File: config.mk
export PLATFORM = sky130hd
export DESIGN_NAME = clk_en_sched
export DESIGN_NICKNAME = d
export VERILOG_FILES = /design/src/rtl/clk_en_sched_pkg.sv /design/src/rtl/clk_en_sched_en_prescaler.sv /design/src/rtl/clk_en_sched.sv
export SDC_FILE = /design/constraint.sdc
export NUM_CORES = 1
export LEC_CHECK = 0
export CAP_MARGIN = 20
export CORE_MARGIN = 1.5
export CORE_UTILIZATION = 30
export CTS_BUF_LIST = sky130_fd_sc_hd__clkbuf_4
export DETAILED_ROUTE_END_ITERATION = 7
export GPL_TIMING_DRIVEN = 0
export PLACE_DENSITY = 0.56
export SKIP_LAST_GASP = 1
export SYNTH_ARGS = -nofsm -noshare
export SYNTH_HDL_FRONTEND = slang
export SYNTH_HIERARCHICAL = 1
export SYNTH_SLANG_ARGS = --single-unit
File: constraint.sdc
create_clock -name clk -period 5.71 [get_ports clk]
set_input_delay 0.571 -clock clk [delete_from_list [all_inputs] [get_ports clk]]
set_output_delay 0.571 -clock clk [all_outputs]
set_load 0.005 [all_outputs]
File: src/rtl/clk_en_sched_pkg.sv
// -----------------------------------------------------------------------------
// clk_en_sched_pkg
// Shared definitions for the clock-enable scheduler: default widths, FSM state
// encoding (which doubles as the externally visible mode code) and a small
// helper that identifies the states in which enables are paced by the
// prescaler.
// -----------------------------------------------------------------------------
package clk_en_sched_pkg;

    // Default parameter values for the scheduler.
    localparam int CNT_W_DEF = 16;  // issued-enable counter width
    localparam int LEN_W_DEF = 8;   // burst length width
    localparam int DIV_W_DEF = 4;   // prescaler select width

    // State encoding equals the mode code on the output port, so the state
    // register can drive the mode output directly.
    typedef enum logic [1:0] {
        ST_IDLE  = 2'b00,
        ST_STEP  = 2'b01,
        ST_RUN   = 2'b10,
        ST_BURST = 2'b11
    } state_e;

    localparam logic [1:0] MODE_IDLE  = 2'b00;
    localparam logic [1:0] MODE_STEP  = 2'b01;
    localparam logic [1:0] MODE_RUN   = 2'b10;
    localparam logic [1:0] MODE_BURST = 2'b11;

    // RUN and BURST space their enables with the prescaler; STEP does not.
    function automatic logic is_paced(input state_e s);
        return (s == ST_RUN) || (s == ST_BURST);
    endfunction

endpackage

File: src/rtl/clk_en_sched_en_prescaler.sv
// -----------------------------------------------------------------------------
// en_prescaler
// Programmable divide-by-(d+1) strobe generator used to space RUN/BURST
// enables.
//
// Ports:
//   clk   in   system clock
//   rst   in   asynchronous active-low reset
//   clr   in   restart: latch d and restart the count from this cycle
//   d     in   divide select D (sampled only while clr is high)
//   tick  out  look-ahead strobe: high in the cycle *before* each period
//              boundary, so the consumer can register its enable and still
//              land the pulse on the boundary. With clr in cycle N, tick is
//              high in cycles N+D, N+D+(D+1), ...; the registered pulse then
//              appears in N+1+D+k(D+1).
// -----------------------------------------------------------------------------
module en_prescaler
    import clk_en_sched_pkg::*;
#(
    parameter int DIV_W = DIV_W_DEF
) (
    input  logic             clk,
    input  logic             rst,
    input  logic             clr,
    input  logic [DIV_W-1:0] d,
    output logic             tick
);

    logic [DIV_W-1:0] r_cnt;       // cycles left until the next boundary
    logic [DIV_W-1:0] r_d;         // latched divide select
    logic [DIV_W-1:0] w_cnt_next;
    logic [DIV_W-1:0] w_d_next;

    // Down-counter reloads from the latched D at zero instead of wrapping,
    // so it never underflows.
    always_comb begin
        // NOTE: every combinational output gets a default first so no path
        // leaves it unassigned, which would otherwise infer a latch.
        w_cnt_next = r_cnt;
        w_d_next   = r_d;
        if (clr) begin
            w_cnt_next = d;
            w_d_next   = d;
        end else if (r_cnt == '0) begin
            w_cnt_next = r_d;
        end else begin
            w_cnt_next = r_cnt - 1'b1;
        end
    end

    assign tick = (w_cnt_next == '0);

    always_ff @(posedge clk or negedge rst) begin
        if (!rst) begin
            // NOTE: non-blocking assignments for all state so every register
            // samples pre-edge values regardless of statement order.
            r_cnt <= '0;
            r_d   <= '0;
        end else begin
            r_cnt <= w_cnt_next;
            r_d   <= w_d_next;
        end
    end

endmodule

File: src/rtl/clk_en_sched.sv
// -----------------------------------------------------------------------------
// clk_en_sched
// Clock-enable scheduler for a downstream datapath. Issues single-step,
// free-running or fixed-length bursts of one-cycle enables, with RUN/BURST
// enables spaced D+1 cycles apart by the en_prescaler sub-module.
//
// Ports:
//   clk        in   system clock
//   rst        in   asynchronous active-low reset
//   step_req   in   pulse: issue exactly one enable
//   run_req    in   pulse: free-run enables every D+1 cycles
//   burst_req  in   pulse: issue burst_len enables every D+1 cycles
//   stop_req   in   pulse: abort RUN or BURST
//   burst_len  in   burst length L, sampled with burst_req (0 = ignore)
//   div_sel    in   prescaler D, sampled on RUN/BURST entry
//   clk_en     out  registered one-cycle enable
//   busy       out  registered, high whenever not IDLE
//   mode       out  registered state code (00 IDLE,01 STEP,10 RUN,11 BURST)
//   en_count   out  number of clk_en pulses issued since reset (wraps)
// -----------------------------------------------------------------------------
module clk_en_sched
    import clk_en_sched_pkg::*;
#(
    parameter int CNT_W = CNT_W_DEF,
    parameter int LEN_W = LEN_W_DEF,
    parameter int DIV_W = DIV_W_DEF
) (
    input  logic             clk,
    input  logic             rst,
    input  logic             step_req,
    input  logic             run_req,
    input  logic             burst_req,
    input  logic             stop_req,
    input  logic [LEN_W-1:0] burst_len,
    input  logic [DIV_W-1:0] div_sel,
    output logic             clk_en,
    output logic             busy,
    output logic [1:0]       mode,
    output logic [CNT_W-1:0] en_count
);

    state_e           r_state;
    state_e           w_state_next;
    logic             r_clk_en;
    logic             r_busy;
    logic [LEN_W-1:0] r_remain;      // enables still owed in the current burst
    logic [LEN_W-1:0] w_remain_next;
    logic [CNT_W-1:0] r_en_count;
    logic             w_clr;
    logic             w_tick;
    logic             w_en_next;

    en_prescaler #(
        .DIV_W (DIV_W)
    ) u_prescaler (
        .clk  (clk),
        .rst  (rst),
        .clr  (w_clr),
        .d    (div_sel),
        .tick (w_tick)
    );

    always_comb begin
        w_state_next  = r_state;
        w_remain_next = r_remain;
        w_clr         = 1'b0;

        case (r_state)
            ST_IDLE: begin
                // Priority step > burst > run; stop has nothing to abort here.
                if (step_req) begin
                    w_state_next = ST_STEP;
                end else if (burst_req && (burst_len != '0)) begin
                    w_state_next  = ST_BURST;
                    w_remain_next = burst_len;
                    w_clr         = 1'b1;
                end else if (run_req) begin
                    w_state_next = ST_RUN;
                    w_clr        = 1'b1;
                end
            end

            ST_STEP: begin
                w_state_next = ST_IDLE;
            end

            ST_RUN: begin
                if (stop_req) begin
                    w_state_next = ST_IDLE;
                end
            end

            ST_BURST: begin
                if (stop_req) begin
                    w_state_next  = ST_IDLE;
                    w_remain_next = '0;
                end else if (r_clk_en) begin
                    // The pulse being issued now is the last one owed: leave
                    // next cycle. The <= 1 compare keeps the counter from
                    // ever wrapping below zero.
                    if (r_remain <= LEN_W'(1)) begin
                        w_state_next  = ST_IDLE;
                        w_remain_next = '0;
                    end else begin
                        w_remain_next = r_remain - 1'b1;
                    end
                end
            end

            default: begin
                w_state_next = ST_IDLE;
            end
        endcase

        // clk_en is decided from the *next* state, so a stop or burst end
        // suppresses a pulse that the prescaler would have produced.
        w_en_next = (w_state_next == ST_STEP) ||
                    (is_paced(w_state_next) && w_tick);
    end

    always_ff @(posedge clk or negedge rst) begin
        if (!rst) begin
            r_state    <= ST_IDLE;
            r_clk_en   <= 1'b0;
            r_busy     <= 1'b0;
            r_remain   <= '0;
            r_en_count <= '0;
        end else begin
            r_state  <= w_state_next;
            r_clk_en <= w_en_next;
            r_busy   <= (w_state_next != ST_IDLE);
            r_remain <= w_remain_next;
            if (r_clk_en) begin
                r_en_count <= r_en_count + 1'b1;
            end
        end
    end

    assign clk_en   = r_clk_en;
    assign busy     = r_busy;
    assign mode     = r_state;
    assign en_count = r_en_count;

endmodule
==> results of run 1 <==
-- state kept, by name, indices dropped and copies added (netlist names) --
name and flops:
en_count 16, busy 1, u_prescaler/r_cnt 4, r_remain 8, u_prescaler/r_d 4, mode 2, clk_en 1
-- layout make-up --
class | instances | area, um2 | share of cell area
Clock inverter | 3 | 42.5 | 0.0174
Multi-Input combinational cell | 126 | 935 | 0.382
Tap cell | 75 | 93.8 | 0.0383
Sequential cell | 36 | 901 | 0.368
Timing Repair Buffer | 37 | 365 | 0.149
Clock buffer | 5 | 37.5 | 0.0153
Buffer | 4 | 17.5 | 0.00715
Inverter | 15 | 56.3 | 0.0230
-- logic make-up after synthesis --
logic type      after synthesis  share of synthesized area
compound gates               38                      0.168
flops                        36                      0.472
buf+inv                      19                     0.0387
mux                           6                     0.0360
xor+xnor                     15                     0.0688
simple gates                 63                      0.190
fa+ha+maj                     4                     0.0262
-- synth_stat cells, types with 3 or more instances --
cell	n	area share
nor4_1	5	0.016
a32oi_1	3	0.014
xor2_1	4	0.018
nor3_1	7	0.018
nand3_1	4	0.010
inv_1	15	0.029
o2bb2ai_1	5	0.023
dfrtp_1	36	0.47
a22oi_1	3	0.012
a21oi_1	3	0.0079
o22ai_1	6	0.020
mux2_2	3	0.018
nand4_1	7	0.023
nand2_1	11	0.022
nor2_1	12	0.024
xnor2_1	11	0.050
ha_1	4	0.026
-- worst max-delay path: stages --
cell	delay (ps)
clkdlybuf4s50_1	420
nor4_1	710
a211oi_4	250
a21o_2	260
buf_2	180
a21o_1	160
o22a_1	180
nor4_2	220
inv_1	70
mux2i_1	140
-- through the flow --
stage	area, um2	setup slack (ps)
floorplan	1910	3300
global placement	2370	2490
detailed placement	2370	2480
CTS	2450	2860
global route	2450	2690
finish	2450	2830
-- how the worst min path moves through the flow --
stage / start / endpoint / slack (ps) / depth (start not counted)
floorplan: rst / busy$_DFF_PN0_ / 280 / 0
global route: rst / r_remain[3]$_DFFE_PN0P_ / 360 / 1
CTS: rst / r_remain[0]$_DFFE_PN0P_ / 320 / 1
finish: rst / r_remain[0]$_DFFE_PN0P_ / 280 / 1
detailed placement: en_count[15]$_DFFE_PN0P_ / en_count[15]$_DFFE_PN0P_ / 470 / 1
global placement: en_count[15]$_DFFE_PN0P_ / en_count[15]$_DFFE_PN0P_ / 460 / 1
-- where the power goes --
part           switching [mW]  total, mW  internal (mW)
Combinational           0.234      0.486          0.252
Clock                  0.0936      0.185         0.0913
Sequential             0.0974      0.444          0.347
-- per-layer routing --
metal,track usage,share of wire,wire length (um)
met1,0.186,0.50,2030
met5,0,0,0
met2,0.210,0.45,1810
met4,0.0650,0.018,72
met3,0.0262,0.033,133
==> impl_metrics.json, run 1 <==
{
  "fin_skew_ps": 12.4,
  "min_period_ps": 2880,
  "async_flop_share": 1.00,
  "synthesis.instances": 181,
  "drive_above_1_share": 0.137,
  "finalPower_mw": 1.11,
  "holdWs_ps": 282,
  "synth_area_um2": 1910,
  "most-common-layout-cells": "dfrtp_1 (36), clkdlybuf4s50_1 (36), inv_1 (15)",
  "grt_pass1_wl_um": 7100,
  "finalHoldViolCount": 0,
  "arrival_ps": 3160,
  "setup_viol": 0,
  "cts-root-buf": "clkbuf_4",
  "antenna_found_initial": 0,
  "p_leak_nw": 1.01,
  "synth_nets": 203,
  "worstSetupStartpoint": "burst_len[4]",
  "dp_cells": 293,
  "crit_type": "input port to flip-flop",
  "grt_usage": 0.137,
  "power.density_nw_per_um2": 455,
  "routed_wl_um": 4050,
  "hold_class": "input port to asynchronous set/reset pin",
  "vias": 1517,
  "finalSetupTns_ps": 0,
  "utilization": 0.406,
  "rr_endpoint": "clk_en$_DFF_PN0_",
  "cts_tree": "built",
  "portBuffers": 37,
  "dp_hpwl_um": 2960,
  "synth_cell_types": 50,
  "seq_area_frac_synth": 0.472,
  "grt_max_degree": 37,
  "die_h_um": 82.8,
  "drt_first_pass_iters": 4,
  "drtIter0Drc": 53,
  "nFillCells": 626,
  "ir_drop_v": 0.000180,
  "crit_end": "clk_en$_DFF_PN0_",
  "cts_hold_buf": 0,
  "worstSetupStartpointType": "input port",
  "syn_area_per_cell_um2": 10.5,
  "rr_worst_depth": 9,
  "via_per_inst": 5.04,
  "cts.path.max_buffers": 2,
  "antenna_left": 0,
  "relSlewSlack": 0.441,
  "worstSkewPairLatency_ps": 350,
  "ctsResizeCount": 0,
  "drcViolationCount": 0,
  "r2r_slack_ps": 3080,
  "htreeDepth": 2,
  "ios": 38,
  "worst_pin_slew_ps": 833,
  "clock.fmax_mhz": 348,
  "maxCapViolCount": 0,
  "path_max_fanout": 10,
  "coreArea_um2": 6030,
  "fin_crit_sh": 0.504,
  "dieArea_um2": 6850,
  "place.gp.congestion": 0.798,
  "layout.nets": 247,
  "clkSinkCount": 36,
  "row_count": 28,
  "drv_slew": 0,
  "cts_buffers": 5,
  "outcome": "complete, no violations",
  "initial_core_util": 0.317,
  "grt-ovfl-total": 0,
  "ys_warn_count": 6,
  "final_cells": 301,
  "wl_per_cell_um": 13.4,
  "rsz0062_at_grt": "false",
  "required_ps": 5990,
  "yosys_register_bits": 36,
  "reg2reg_from": "mode[0]$_DFF_PN0_",
  "postCtsSetupBuffers": 0,
  "diodes": 0,
  "fp.dieW_um": 82.8,
  "syn2layout_area_growth_pct": 28.2,
  "crit_path_end_kind": "flip-flop",
  "grt_pass1_vias": 1492,
  "synth-main-ff-cell": "dfrtp_1",
  "synth_enable_flop_cells": 0,
  "cts.clk_slew.worst_paths_ps": 130
}
No activity file was read; power rests on OpenSTA's default activity.
==> run 2: changes to the inputs <==
==> constraint.sdc (replaced) <==
create_clock -name clk -period 3 [get_ports clk]
set_input_delay 0.3 -clock clk [delete_from_list [all_inputs] [get_ports clk]]
set_output_delay 0.3 -clock clk [all_outputs]
set_load 0.005 [all_outputs]
==> results of run 2 <==
Same layout as run 1 (identical final DEF). Status: complete, no violations.
Among the figures that moved: setup slack after placement 2480 ps -> 37.3 ps; setup slack after layout 2830 ps -> 372 ps; hold slack 282 ps -> 11.3 ps; start point of the critical path burst_len[4] -> mode[0]$_DFF_PN0_; register-to-register setup slack 3080 ps -> 370 ps; total power 1.11 mW -> 2.12 mW; worst IR drop on VDD 0.000180 V -> 0.000342 V
